### config.mk
export PLATFORM = sky130hd
export DESIGN_NAME = dcsk_rx_correlator
export DESIGN_NICKNAME = d
export VERILOG_FILES = /design/src/rtl/spreading_factors_pkg.sv /design/src/rtl/dcsk_ref_buf.sv /design/src/rtl/dcsk_rx_correlator.sv
export SDC_FILE = /design/constraint.sdc
export NUM_CORES = 1
export LEC_CHECK = 0
export CORE_MARGIN = 4
export CORE_UTILIZATION = 35
export DETAILED_ROUTE_END_ITERATION = 16
export PLACE_DENSITY = 0.62
export SETUP_SLACK_MARGIN = 0.4
export SYNTH_ARGS = -nofsm -noshare
export SYNTH_HDL_FRONTEND = slang
export SYNTH_SLANG_ARGS = --single-unit
### constraint.sdc
create_clock -name i_clk -period 7.35 [get_ports i_clk]
set_clock_uncertainty 0.05 [all_clocks]
set_input_delay 0.735 -clock i_clk [delete_from_list [all_inputs] [get_ports i_clk]]
set_output_delay 0.735 -clock i_clk [all_outputs]
set_load 0.02 [all_outputs]
### src/rtl/spreading_factors_pkg.sv
// Shared constants and types for the DCSK receive correlator.
// Spreading-factor codes select 4/8/16/32 chips per half-bit.
package spreading_factors_pkg;

  localparam logic [1:0] SF4  = 2'd0;
  localparam logic [1:0] SF8  = 2'd1;
  localparam logic [1:0] SF16 = 2'd2;
  localparam logic [1:0] SF32 = 2'd3;

  localparam int unsigned CHIP_W         = 8;
  localparam int unsigned CORR_W         = 21;
  localparam int unsigned BITS_PER_FRAME = 32;
  localparam int unsigned MAX_SF         = 32;
  localparam int unsigned IDX_W          = 5;
  localparam int unsigned PROD_W         = 2 * CHIP_W;

  typedef enum logic {
    S_REF  = 1'b0,
    S_DATA = 1'b1
  } rx_state_e;

  // Index of the last chip in a half-bit for a given spreading factor.
  function automatic logic [IDX_W-1:0] sf_last_idx(input logic [1:0] sf);
    logic [IDX_W-1:0] last;
    case (sf)
      SF4:     last = 5'd3;
      SF8:     last = 5'd7;
      SF16:    last = 5'd15;
      default: last = 5'd31;
    endcase
    return last;
  endfunction

endpackage

### src/rtl/dcsk_ref_buf.sv
// Reference chip store: 32 x 8-bit, synchronous write, combinational read.
// Contents are not reset; every slot is written before it is read.
module dcsk_ref_buf
  import spreading_factors_pkg::*;
(
  input  logic                     clk,
  input  logic                     we,
  input  logic [IDX_W-1:0]         addr,
  input  logic signed [CHIP_W-1:0] wdata,
  output logic signed [CHIP_W-1:0] rdata
);

  logic signed [CHIP_W-1:0] mem [MAX_SF];

  // Capture reference chips as they arrive.
  always_ff @(posedge clk) begin
    if (we) begin
      mem[addr] <= wdata;
    end
  end

  assign rdata = mem[addr];

endmodule

### src/rtl/dcsk_rx_correlator.sv
// DCSK receive correlator: buffers SF reference chips, correlates the next SF
// data chips against them, and issues a hard decision one cycle after the last
// data chip. Frames are 32 bits; the spreading factor is sampled at frame start.
// Optional soft output o_corr is enabled by defining DCSK_RX_SOFT_OUT_EN.
module dcsk_rx_correlator
  import spreading_factors_pkg::*;
(
  input  logic                     i_clk,
  input  logic                     i_arst_n,
  input  logic [1:0]               i_sf,
  input  logic                     i_chip_valid,
  input  logic signed [CHIP_W-1:0] i_chip,
  output logic                     o_bit_valid,
  output logic                     o_bit,
  output logic [IDX_W-1:0]         o_bit_index,
  output logic                     o_frame_done
`ifdef DCSK_RX_SOFT_OUT_EN
  ,
  output logic signed [CORR_W-1:0] o_corr
`endif
);

  rx_state_e                state;
  logic [IDX_W-1:0]         chip_idx;
  logic signed [CORR_W-1:0] acc;
  logic [1:0]               sf_lat;

  logic [IDX_W-1:0]         last_idx;
  logic [IDX_W-1:0]         next_bit_idx;
  logic                     sf_latch_en;
  logic                     ref_we;
  logic signed [CHIP_W-1:0] ref_chip;
  logic signed [PROD_W-1:0] prod;
  logic signed [CORR_W-1:0] prod_ext;
  logic signed [CORR_W-1:0] acc_next;
  logic                     last_chip;
  logic                     dec_fire;

  assign last_idx  = sf_last_idx(sf_lat);
  assign last_chip = (chip_idx == last_idx);

  // Index of the bit about to start; looks past a pending pulse so the frame
  // boundary is seen even when the next chip arrives in the pulse cycle.
  assign next_bit_idx = o_bit_valid ? o_bit_index + 5'd1 : o_bit_index;
  assign sf_latch_en  = (state == S_REF) && (chip_idx == '0) && (next_bit_idx == '0);

  assign ref_we = i_chip_valid && (state == S_REF);

  dcsk_ref_buf u_ref_buf (
    .clk   (i_clk),
    .we    (ref_we),
    .addr  (chip_idx),
    .wdata (i_chip),
    .rdata (ref_chip)
  );

  assign prod     = PROD_W'(i_chip) * PROD_W'(ref_chip);
  assign prod_ext = {{(CORR_W - PROD_W){prod[PROD_W-1]}}, prod};
  // First data chip loads the accumulator, later ones add to it.
  assign acc_next = (chip_idx == '0) ? prod_ext : acc + prod_ext;
  assign dec_fire = i_chip_valid && (state == S_DATA) && last_chip;

  // Spreading factor is sampled only at the start of a frame.
  always_ff @(posedge i_clk or negedge i_arst_n) begin
    if (!i_arst_n) begin
      sf_lat <= SF4;
    end else if (sf_latch_en) begin
      sf_lat <= i_sf;
    end
  end

  // Reference/data sequencing, chip counter and correlation accumulator.
  always_ff @(posedge i_clk or negedge i_arst_n) begin
    if (!i_arst_n) begin
      state    <= S_REF;
      chip_idx <= '0;
      acc      <= '0;
    end else if (i_chip_valid) begin
      case (state)
        S_REF: begin
          if (last_chip) begin
            state    <= S_DATA;
            chip_idx <= '0;
          end else begin
            chip_idx <= chip_idx + 5'd1;
          end
        end
        S_DATA: begin
          acc <= acc_next;
          if (last_chip) begin
            state    <= S_REF;
            chip_idx <= '0;
          end else begin
            chip_idx <= chip_idx + 5'd1;
          end
        end
        default: begin
          state    <= S_REF;
          chip_idx <= '0;
        end
      endcase
    end
  end

  // Registered decision outputs and frame bit counter.
  always_ff @(posedge i_clk or negedge i_arst_n) begin
    if (!i_arst_n) begin
      o_bit_valid  <= 1'b0;
      o_bit        <= 1'b0;
      o_frame_done <= 1'b0;
      o_bit_index  <= '0;
    end else begin
      o_bit_valid  <= dec_fire;
      o_frame_done <= dec_fire && (o_bit_index == IDX_W'(BITS_PER_FRAME - 1));
      if (dec_fire) begin
        o_bit <= ~acc_next[CORR_W-1];
      end
      // Advance after the decision has been presented.
      if (o_bit_valid) begin
        o_bit_index <= o_bit_index + 5'd1;
      end
    end
  end

`ifdef DCSK_RX_SOFT_OUT_EN
  // Soft value of the last decision, held until the next one.
  always_ff @(posedge i_clk or negedge i_arst_n) begin
    if (!i_arst_n) begin
      o_corr <= '0;
    end else if (dec_fire) begin
      o_corr <= acc_next;
    end
  end
`endif

endmodule

==> results.sh, run 1 <==
export IMPL_status="finished with violations"
export IMPL_violations="setup timing"
export IMPL_worstPathArrival_ns=7.98
export IMPL_synth_area_top_cells="edfxtp_1 (51%), mux4_2 (9.6%), fa_1 (7.5%)"
export IMPL_pin_count=21
export IMPL_row_count=75
export IMPL_die_h_microns=215
export IMPL_viasPerCell=5.08
export IMPL_yosysWarnings=0
export IMPL_critical_path_slowest_cell="fa_1"
export IMPL_reg2regPathDepth=33
export IMPL_post_synth_num_cell_types=53
export IMPL_finalSetupViolCount=6
export IMPL_start_util_pct=35.6
export IMPL_port_buffers=20
export IMPL_ys_seq_area_share_pct=57.6
export IMPL_grt_usage_pct=14.8
export IMPL_path_class="reg -> reg"
export IMPL_fmax_mhz=133
export IMPL_hold_path_class="in -> async"
export IMPL_cp_required_ns=7.79
export IMPL_timing_final_ws_setup_ns=-0.187
export IMPL_num_nets_final=1341
export IMPL_synthArstFlopShare_pct=12.6
export IMPL_worst_slew_pin_slew_ns=0.946
export IMPL_overflow=0
export IMPL_dp_hpwl_mm=23.6
export IMPL_ys_flop_type="edfxtp_1"
export IMPL_grt_max_degree=42
export IMPL_cp_slowest_stage_delay_ns=0.54
export IMPL_vias=9020
export IMPL_cp_num_buf_inv=9
export IMPL_cts_max_level=1
export IMPL_cts_tree="done"
export IMPL_route_detailed_drc=0
export IMPL_synth_edf_count=256
export IMPL_cp_top_family="adder cells"
export IMPL_reg2reg_to="o_bit"
export IMPL_start_kind="flop"
export IMPL_cp_depth=33
export IMPL_hold_violations=0
export IMPL_syn_nets=1158
export IMPL_area_delta_synth_final_pct=23.7
export IMPL_first_global_vias=9565
export IMPL_antenna_diode_count=0
export IMPL_synth_largest_area_cell="edfxtp_1"
export IMPL_finalCritPeriodShare_pct=103
export IMPL_cts_buffers=30
export IMPL_synth_seq_cells=293
export IMPL_wl_per_cell_microns=19.2
export IMPL_grt_antenna_before_repair=0
export IMPL_gp_congestion=0.810
export IMPL_period_minus_slack_ns=7.54
export IMPL_path_clk_slew_ns=0.06
export IMPL_clock_sinks=293
export IMPL_nFillCells=3750
export IMPL_worst_r2r_setup_slack_ns=-0.19
export IMPL_dieArea_sq_mm=0.0461
export IMPL_clock_latency_ns=0.58
export IMPL_die_w_microns=215
export IMPL_grt_pass1_wl_mm=54.3
export IMPL_ant_nets=0
export IMPL_syn_area_per_cell_sq_um=14.5
export IMPL_firstDrtPassIters=5
export IMPL_slew_violations=0
export IMPL_drt_iter0_drc=615
export IMPL_rsz0062_at_grt="yes"
export IMPL_drive_gt1_share_pct=30.2
export IMPL_ctsRootBufferMaster="clkbuf_16"
export IMPL_maxCapViolCount=0
export IMPL_syn_inst=1031
export IMPL_r2r_start="chip_idx[0]"
export IMPL_critPathMaxFanout=8
export IMPL_slew_limit_headroom_pct=36.9
export IMPL_synth_top_area_share_pct=51.4
export IMPL_synth_area_sq_mm=0.0149
export IMPL_postRouteWirelength_mm=34.2
export IMPL_endpoint_kind="flop"
export IMPL_core_area_sq_mm=0.0420
export IMPL_setup_tns_ns=-0.429
export IMPL_ctsLongestPathBuffers=3
[repair_timing]
item / CTS / global route
setup endpoints to repair: 11 / 12
setup buffers: 10 / 17
pin swaps: 15 / 22
resized for setup: 42 / 51
hold buffers: 0 / 0
gates cloned: 0 / 0
[through the flow]
step / instance area, sq um / hold WS, ns / util [%] / std cells / worst slack (ns)
final: 18500 / 0.252 / 44.0 / 1775 / -0.187
after global routing: 18500 / 0.310 / 44.0 / 1775 / -0.427
after CTS: 18100 / 0.268 / 43.2 / 1758 / -0.185
after detailed placement: 16900 / 0.435 / 40.2 / 1694 / -0.356
after global placement: 16900 / 0.420 / 40.2 / 1694 / -0.238
after floorplan: 15100 / 0.389 / - / 1031 / 0.147
[cell families (layout without fill, tap and decap cells)]
group / after synthesis / in the layout / synth area share, %
and+or+nand+nor: 238 / 238 / 7.76
AOI/OAI and AO/OA: 151 / 151 / 6.62
DFF: 293 / 293 / 57.6
muxes: 72 / 72 / 10.2
adders and majority gates: 114 / 114 / 12.4
xor gates and xnor gates: 37 / 37 / 2.17
buffers and inverters: 126 / 331 / 3.26
[how the worst max path moves through the flow]
stage | endpoint | from | slack, ns
2_1_floorplan | o_bit | chip_idx[0] | 0.15
3_3_place_gp | o_bit | chip_idx[0] | -0.24
3_5_place_dp | o_bit | chip_idx[0] | -0.36
4_1_cts | acc[19] | chip_idx[0] | -0.19
5_1_grt | o_bit | chip_idx[0] | -0.43
6_report | o_bit | chip_idx[0] | -0.19
[state kept, by name, summed over array words and instances, names as in the netlist]
name	count
u_ref_buf.mem	256
acc	21
chip_idx	5
o_bit_index	5
sf_lat	2
o_bit	1
o_bit_valid	1
o_frame_done	1
state	1
[Yosys cell counts (8+ instances only)]
cell,instances
nand2_1,67
buf_2,11
dfrtp_1,37
mux4_2,64
edfxtp_1,256
nand4_1,9
nor3_1,8
xnor2_1,27
a211oi_1,8
xor2_1,10
ha_1,58
nor2_1,66
inv_1,89
a22oi_1,33
fa_1,56
o21ai_0,30
and2_1,48
clkbuf_1,20
a21o_1,9
a21oi_1,37
[routing by layer]
layer  track usage [%]  part of all wire (%)  wire, microns  vias up
li1                  -                     -              -     4174
met2              25.3                    49          16800      180
met1              19.9                    44          15000     4606
met5                 0                     0              0        -
met3              2.31                   4.3           1480       60
met4              3.72                   2.5            870        0
[final cells by class]
class / count / area, sq um / share of cell area (%)
Tap cell: 539 / 674 / 3.65
Clock buffer: 32 / 758 / 4.10
Inverter: 89 / 334 / 1.81
Clock inverter: 22 / 228 / 1.23
Multi-Input combinational cell: 612 / 6260 / 33.9
Timing Repair Buffer: 188 / 1620 / 8.75
Sequential cell: 293 / 8620 / 46.6
[cell usage in the layout, fill, tap and decap left out, drive strengths merged, types with 5 or more instances in the layout]
cell type        n
edfxtp         256
buf            169
inv             92
nand2           67
nor2            66
mux4            64
ha              58
fa              56
and2            48
dfrtp           37
a21oi           37
o21ai           35
a22oi           33
clkbuf          32
xnor2           27
clkdlybuf4s50   19
clkinv          15
xor2            10
nand4            9
a21o             9
a211oi           9
nor3             9
and3             7
o21a             7
or2              6
or3              6
nand3            5
Power of run 1 is left out: the tool's default activity adds up to more than one toggle a clock period on the data nets, which glitch-free logic cannot reach.
==> run 2: changes to the inputs <==
--- a/config.mk
+++ b/config.mk
@@ -5,10 +5,11 @@
 export SDC_FILE = /design/constraint.sdc
 export NUM_CORES = 1
 export LEC_CHECK = 0
-export CORE_MARGIN = 4
+export CORE_MARGIN = 3
 export CORE_UTILIZATION = 35
 export DETAILED_ROUTE_END_ITERATION = 16
-export PLACE_DENSITY = 0.62
+export GPL_ROUTABILITY_DRIVEN = 0
+export PLACE_DENSITY = 0.59
 export SETUP_SLACK_MARGIN = 0.4
 export SYNTH_ARGS = -nofsm -noshare
 export SYNTH_HDL_FRONTEND = slang
==> run 2 against run 1 <==
Against the previous run:
- final area increased by 1.6%
- critical path depth decreased by 3
- highest routed layer unchanged
- hold slack gained 0.0023 ns
- via count grew 1.4%
- setup slack improved by 0.083 ns
- the run still ends with setup timing left
- global-route usage increased by 0.83 points
- sequential cell count is the same
- critical path type unchanged
- non-clock buffer count grew 21
- maximum frequency increased by 1.1%
==> results.sh, run 2 (synthesis gave the netlist of run 1 again) <==
export IMPL_status="finished with violations"
export IMPL_violations="setup timing"
export IMPL_final_cell_mix="edfxtp_1 (256), buf_4 (154), inv_1 (83), nand2_1 (65)"
export IMPL_ant_nets=0
export IMPL_grt_antenna_before_repair=0
export IMPL_maxCapViolCount=0
export IMPL_overflow=0
export IMPL_fmax_mhz=134
export IMPL_worst_r2r_setup_slack_ns=-0.10
export IMPL_postRouteWirelength_mm=34.6
export IMPL_gr_usage_met3_pct=2.59
export IMPL_reg2regPathDepth=30
export IMPL_path_class="reg -> reg"
export IMPL_reg2reg_to="o_bit"
export IMPL_clock_latency_ns=0.59
export IMPL_vias=9143
export IMPL_firstDrtPassIters=5
export IMPL_path_clk_slew_ns=0.06
export IMPL_grt_usage_pct=15.6
export IMPL_placed_area_sq_mm=0.0170
export IMPL_cp_slowest_stage_delay_ns=0.55
export IMPL_met2_usage_pct=26.5
export IMPL_die_w_microns=213
export IMPL_largest_register="u_ref_buf.mem"
export IMPL_die_h_microns=213
export IMPL_final_common_cell="edfxtp_1"
export IMPL_pin_count=21
export IMPL_ctsHoldBuffers=0
export IMPL_grt_busiest_layer="met2"
export IMPL_ctsRootBufferMaster="clkbuf_16"
export IMPL_worst_slew_pin_slew_ns=0.937
export IMPL_cts_tree="done"
export IMPL_reg_top3="u_ref_buf.mem x256, acc x21"
export IMPL_start_util_pct=35.6
export IMPL_row_count=75
export IMPL_num_nets_final=1362
export IMPL_cts_buffers=30
export IMPL_worstPathArrival_ns=7.89
export IMPL_port_buffers=20
export IMPL_period_minus_slack_ns=7.45
export IMPL_route_detailed_drc=0
export IMPL_dp_hpwl_mm=23.3
export IMPL_crit_end="o_bit"
export IMPL_finalCritPeriodShare_pct=101
export IMPL_drive_gt1_share_pct=31.6
export IMPL_start_kind="flop"
export IMPL_critical_path_slowest_cell="dfrtp_4"
export IMPL_grt_max_degree=42
export IMPL_largest_reg_flops=256
export IMPL_wl_per_cell_microns=19.2
export IMPL_area_delta_synth_final_pct=25.7
export IMPL_critPathMostFrequentCell="fa_1"
export IMPL_slew_violations=0
export IMPL_met1_usage_pct=21.4
export IMPL_grt_pass1_wl_mm=54.7
export IMPL_rsz0062_at_grt="yes"
export IMPL_timing_final_ws_setup_ns=-0.104
export IMPL_cp_required_ns=7.79
export IMPL_critPathLaunch="chip_idx[0]"
export IMPL_drt_iter0_drc=649
export IMPL_ctsLongestPathBuffers=3
export IMPL_critPathMaxFanout=6
export IMPL_cts_max_level=1
export IMPL_dieArea_sq_mm=0.0452
export IMPL_hold_violations=0
export IMPL_r2r_start="chip_idx[0]"
export IMPL_fin_area_sq_mm=0.0188
export IMPL_hold_path_class="in -> async"
export IMPL_first_global_vias=9594
export IMPL_viasPerCell=5.09
export IMPL_endpoint_kind="flop"
export IMPL_antenna_diode_count=0
export IMPL_core_area_sq_mm=0.0420
export IMPL_slew_limit_headroom_pct=37.6
export IMPL_finalSetupViolCount=3
export IMPL_clock_sinks=293
==> run 2: cell types whose count changed in the layout (fill, tap and decap cells not counted), sizes merged <==
cell      before  now
bufinv         3    0
inv           92   93
clkbuf        32   43
clkinv        15   10
clkinvlp       1    0
buf          169  188
==> run 2: per-stage QoR <==
| stage | TNS (ns) | util (%) | hold WS [ns] | cells | setup slack [ns] |
|---|---|---|---|---|---|
| after floorplan | 0 | - | 0.389 | 1031 | 0.147 |
| after global placement | -0.351 | 40.4 | 0.419 | 1701 | -0.196 |
| after detailed placement | -0.592 | 40.4 | 0.433 | 1701 | -0.261 |
| after CTS | -0.228 | 43.9 | 0.259 | 1787 | -0.130 |
| after global routing | -2.19 | 44.7 | 0.306 | 1797 | -0.443 |
| final | -0.232 | 44.7 | 0.254 | 1797 | -0.104 |
==> run 2: worst min path at each step <==
| stage | end | slack [ns] | cells past startpoint |
|---|---|---|---|
| 3_5_place_dp | acc[3] | 0.43 | 2 |
| 2_1_floorplan | acc[0] | 0.39 | 0 |
| 5_1_grt | acc[16] | 0.31 | 1 |
| 4_1_cts | acc[16] | 0.26 | 1 |
| 3_3_place_gp | acc[0] | 0.42 | 2 |
| 6_report | acc[16] | 0.25 | 1 |
==> run 2: final cells by class <==
class	instances	area (sq um)
clock buffer	41	802
clock inverter	14	110
fill	3726	23300
inverter	89	337
multi-input combinational	612	6320
sequential	293	8620
tap	539	674
timing repair buffer	209	1930
==> run 2: what timing repair did <==
action,in CTS,in global routing
setup buffers,28,8
gates cloned,3,2
pin swaps,38,29
endpoints found under the setup margin,11,12
gates resized for setup,58,46
hold endpoints to repair,0,0
==> run 2: critical path, delay by kind of cell, from the launching register on <==
kind                       cells  cell delay (ns)
buffers and inverters          6             0.64
DFF                            1             0.55
AOI/OAI and AO/OA              7             1.20
and+or+nand+nor                8             1.65
xor gates and xnor gates       2             0.32
muxes                          1             0.43
adders and majority gates      6             2.52
==> run 2: per-layer routing <==
| metal | vias to the layer above | share of wire (%) | wire, microns |
|---|---|---|---|
| met5 | - | 0 | 0 |
| met4 | 0 | 2.0 | 699 |
| met3 | 55 | 5.5 | 1910 |
| met2 | 205 | 49 | 17000 |
| met1 | 4674 | 43 | 14900 |
| li1 | 4209 | - | - |
Power of run 2 is left out for the same reason.
==> run 3: changes to the inputs <==
--- a/config.mk
+++ b/config.mk
@@ -11,6 +11,7 @@
 export GPL_ROUTABILITY_DRIVEN = 0
 export PLACE_DENSITY = 0.59
 export SETUP_SLACK_MARGIN = 0.4
+export SKIP_LAST_GASP = 1
 export SYNTH_ARGS = -nofsm -noshare
 export SYNTH_HDL_FRONTEND = slang
 export SYNTH_SLANG_ARGS = --single-unit
==> run 3 against run 2 <==
Against the previous run:
- the run still ends with setup timing left
- core utilization hardly changed
- register-to-register slack barely moved
- maximum frequency fell by 0.16%
- setup slack worse by 0.012 ns
==> results.sh, run 3 (synthesis gave the netlist of run 1 again) <==
export IMPL_row_count=75
export IMPL_drive_gt1_share_pct=31.6
export IMPL_fmax_mhz=134
export IMPL_cts_tree="done"
export IMPL_finalSetupViolCount=4
export IMPL_start_util_pct=35.6
export IMPL_die_h_microns=213
export IMPL_met1_length_mm=14.8
export IMPL_cp_top_family="adder cells"
export IMPL_hold_path_class="in -> async"
export IMPL_worstPathArrival_ns=7.90
export IMPL_ant_nets=0
export IMPL_status="finished with violations"
export IMPL_maxCapViolCount=0
export IMPL_critPathMaxFanout=6
export IMPL_largest_register="u_ref_buf.mem"
export IMPL_final_common_cell="edfxtp_1"
export IMPL_slew_limit_headroom_pct=37.5
export IMPL_dr_wl_met2_mm=17.0
export IMPL_port_buffers=20
export IMPL_ctsRootBufferMaster="clkbuf_16"
export IMPL_endpoint_kind="flop"
export IMPL_vias=9080
export IMPL_drt_iter0_drc=630
export IMPL_cts_buffers=30
export IMPL_dp_hpwl_mm=23.3
export IMPL_postRouteWirelength_mm=34.7
export IMPL_clock_sinks=293
export IMPL_top_layer="met4"
export IMPL_nFillCells=3723
export IMPL_fin_area_sq_mm=0.0188
export IMPL_largest_reg_flops=256
export IMPL_cts_max_level=1
export IMPL_finalCritPeriodShare_pct=102
export IMPL_ctsHoldBuffers=0
export IMPL_clock_latency_ns=0.58
export IMPL_pin_count=21
export IMPL_num_nets_final=1362
export IMPL_grt_max_degree=42
export IMPL_dieArea_sq_mm=0.0452
export IMPL_path_clk_slew_ns=0.06
export IMPL_first_global_vias=9592
export IMPL_cp_required_ns=7.79
export IMPL_overflow=0
export IMPL_grt_usage_pct=15.6
export IMPL_hold_violations=0
export IMPL_worst_slew_pin_slew_ns=0.937
export IMPL_met3_length_mm=2.07
export IMPL_cp_num_buf_inv=7
export IMPL_final_cell_mix="edfxtp_1 (256), buf_4 (154), inv_1 (83), nand2_1 (65)"
export IMPL_path_class="reg -> reg"
export IMPL_setup_tns_ns=-0.264
export IMPL_grt_antenna_before_repair=0
export IMPL_core_area_sq_mm=0.0420
export IMPL_period_minus_slack_ns=7.47
export IMPL_placed_area_sq_mm=0.0170
export IMPL_die_w_microns=213
export IMPL_critical_path_slowest_cell="fa_1"
export IMPL_rsz0062_at_grt="yes"
export IMPL_cp_slowest_stage_delay_ns=0.58
export IMPL_wl_per_cell_microns=19.3
export IMPL_firstDrtPassIters=7
export IMPL_violations="setup timing"
export IMPL_timing_final_ws_setup_ns=-0.116
export IMPL_slew_violations=0
export IMPL_grt_pass1_wl_mm=54.6
export IMPL_ctsLongestPathBuffers=3
export IMPL_critPathMostFrequentCell="fa_1"
export IMPL_area_delta_synth_final_pct=25.7
export IMPL_antenna_diode_count=0
export IMPL_reg_top3="u_ref_buf.mem x256, acc x21"
export IMPL_start_kind="flop"
export IMPL_viasPerCell=5.05
export IMPL_route_detailed_drc=0
## run 3: cell counts in the layout (fill, tap and decap cells not counted)
Identical to the previous run, type by type.
## run 3: routing by layer
| layer | track usage [%] | vias up |
|---|---|---|
| met1 | 21.4 | 4622 |
| met2 | 26.5 | 190 |
| met4 | 3.21 | 0 |
| met5 | 0 | - |
| met3 | 2.59 | 63 |
| li1 | - | 4205 |
## run 3: per-stage QoR
stage / instances / utilization, % / hold WS [ns] / worst slack [ns]
6_report: 1797 / 44.7 / 0.255 / -0.116
2_1_floorplan: 1031 / - / 0.389 / 0.147
3_3_place_gp: 1701 / 40.4 / 0.419 / -0.196
5_1_grt: 1797 / 44.7 / 0.306 / -0.466
3_5_place_dp: 1701 / 40.4 / 0.433 / -0.261
4_1_cts: 1787 / 43.9 / 0.259 / -0.130
## run 3: worst paths after layout
path / endpoint / startpoint / slack, ns / depth (start not counted)
max in group asynchronous: chip_idx[0] / i_arst_n / 6.31 / 1
max reg2reg: o_bit / chip_idx[0] / -0.12 / 31
min: acc[16] / i_arst_n / 0.26 / 1
min reg2reg: acc[8] / acc[8] / 0.44 / 2
min in group i_clk: acc[8] / acc[8] / 0.44 / 2
max: o_bit / chip_idx[0] / -0.12 / 31
## run 3: area by class of cell
type                       count  area [sq um]  area share, %
tap                          539           674           3.59
timing repair buffer         209          1930           10.3
clock inverter                14           110          0.586
inverter                      89           337           1.79
clock buffer                  41           802           4.27
sequential                   293          8620           45.9
multi-input combinational    612          6320           33.6
## run 3: timing repair
item | in CTS | in global routing
cloned | 3 | 2
pin swaps | 38 | 27
endpoints found under the setup margin | 11 | 12
gates resized for setup | 56 | 48
setup buffers | 28 | 8
Power of run 3 is left out for the same reason.
==> edit: new RTL, config.mk and constraints of run 3 <==
`CORR_W`: 21 -> 42.
--- a/src/rtl/spreading_factors_pkg.sv
+++ b/src/rtl/spreading_factors_pkg.sv
@@ -8,7 +8,7 @@
   localparam logic [1:0] SF32 = 2'd3;
 
   localparam int unsigned CHIP_W         = 8;
-  localparam int unsigned CORR_W         = 21;
+  localparam int unsigned CORR_W         = 42;
   localparam int unsigned BITS_PER_FRAME = 32;
   localparam int unsigned MAX_SF         = 32;
   localparam int unsigned IDX_W          = 5;
Function: no difference found for any inputs over 4 cycles, from zero or initial values and one cycle with i_arst_n low; that may be too few to reach the edited logic, so the function may still have changed.
==> edit against run 3 <==
- sequential share of layout area down 5.7 points
- non-clock buffer count up 80
- sequential cell count up 21
- synthesized area up 15%
- final cell count up 27%
- worst setup slack worse by 0.26 ns
- largest cell class unchanged
- the flow still finishes with violations (setup timing)
- cell area up 21%
- routed wire length up 23%
- highest routed layer unchanged
Power is left out: the tool's default activity adds up to more than one toggle a clock period on the data nets, which glitch-free logic cannot reach.
==> edit: results (changes against run 3) <==
| Metric | Value |
|---|---|
| Status | `complete, but fails checks` |
| Failing checks | `setup timing` |
| Initial antenna violation count | `0 (unchanged)` |
| Drt first-iter violations | `891 (+41%)` |
| # setup viols final | `17 (+13)` |
| Syn_nets | `1483 (+28%)` |
| First-pass GRT wire length | `67600 µm (+24%)` |
| Postcts setup bufs | `28 (unchanged)` |
| Number of vias per cell | `5.09 (+0.82%)` |
| Share of cells above drive strength 1 | `36.5% (+4.9 points)` |
| Reg2Reg Depth | `34 (+9.7%)` |
| Adder-cell area share of the yosys netlist | `12.3% (-0.037 points)` |
| CTS H-tree depth | `2 (+1)` |
| Largest net degree at the start of global routing | `66 (+57%)` |
| Global-route usage over all layers | `16.3% (+0.65 points)` |
| Clk_lat worst skew | `0.55 ns (-0.03 ns)` |
| Cells after DPL | `2169 (+28%)` |
| Footprint of the multi-input gates | `0.00858 mm² (+36%)` |
| Cts repair resizes | `111 (+98%)` |
| Least-Margin Pin Slew | `0.850 ns (-0.0873 ns)` |
| DP Worst Slack | `-0.545 ns (-0.284 ns)` |
| Largest registers | `u_ref_buf.mem: 256 flops, acc: 42 flops` |
| CTS root buf | `clkbuf_16` |
| Met2 Usage GRT | `26.0% (-0.59 points)` |
| DR WL/cell | `18.6 µm (-3.6%)` |
| Post-synthesis mux area share | `8.86% (-1.4 points)` |
| Count of different cell masters after synthesis | `67 (+26%)` |
| Startpoint Class | `register` |
| Setup_tns | `-2.74 ns (-2.47 ns)` |
| Fin nets | `1754 (+29%)` |
| Placed Instance Area | `0.0200 mm² (+18%)` |
| Hpwl dp | `28200 µm (+21%)` |
| Max FO, Critical Path | `10 (+4)` |
| # fillers | `4206 (+13%)` |
| Compound-gate portion of the synthesized area | `9.67% (+3.0 points)` |
| Crit path DAT | `8.16 ns (+0.26 ns)` |
| Worst hold slack | `0.329 ns (+0.0735 ns)` |
| Longest Clk Path Bufs | `3 (unchanged)` |
| Critical Path Max Stage Delay | `0.53 ns (-0.05 ns)` |
| Met1 GRT Util | `22.8% (+1.4 points)` |
| Met3 Resource Use GR | `3.19% (+0.61 points)` |
| Origin of the critical flop-to-flop path | `chip_idx[0]$_DFFE_PN0P_` |
| Drt pass-1 iters | `5 (-2)` |
| Yosys warnings | `0 (unchanged)` |
| CTS Buf Count | `36 (+20%)` |
| Total Routed Length | `42500 µm (+23%)` |
| Clock slew seen by the registers of the worst setup and hold paths | `0.06 ns (about the same)` |
| Register area share after synthesis | `53.1% (-4.6 points)` |
| Port Buffers | `20 (unchanged)` |
| Synth Instances | `1334 (+29%)` |
| Async set or reset register ratio after synthesis | `18.5% (+5.8 points)` |
| Vias in the first global route | `12200 (+27%)` |
| Top cells by area, synth | `edfxtp_1 (45%), dfrtp_1 (8.4%), mux4_2 (8.4%)` |
| Setup ws final | `-0.371 ns (-0.255 ns)` |
| XOR/XNOR Fraction of Synth Area | `2.96% (+0.79 points)` |
| Synth top cells by count | `edfxtp_1 (256), nand2_1 (107), inv_1 (98)` |
| Number of flops mapped to enable cells by yosys | `256 (unchanged)` |
edit: cell count changes after synthesis, sizes merged, moves of 21 or more:
cell | run 3 | this run
nor2 | 66 | 90
o21ai | 35 | 58
dfrtp | 37 | 58
ha | 58 | 80
a21oi | 37 | 89
nand2 | 67 | 107
edit: metal layers:
metal  share of wire (%)  wire length, µm
met1                  45            19300
met2                  47            19900
met3                 5.2             2230
met4                 2.6             1110
met5                   0                0
edit: area by class of cell:
| class | instances | area share (%) |
|---|---|---|
| tap | 656 | 3.60 |
| clock buffer | 41 | 4.13 |
| clock inverter | 23 | 1.28 |
| sequential | 314 | 40.2 |
| timing repair inverter | 1 | 0.0385 |
| inverter | 99 | 1.71 |
| multi-input combinational | 864 | 37.7 |
| timing repair buffer | 289 | 11.4 |
edit: critical path, delay by kind of cell (launching register included):
family          cells  cell delay [ns]
fa+ha+maj           6             2.52
compound gates     11             2.21
buf+inv            10             0.99
simple gates        5             0.80
flops               1             0.51
mux                 1             0.41
xor+xnor            1             0.15
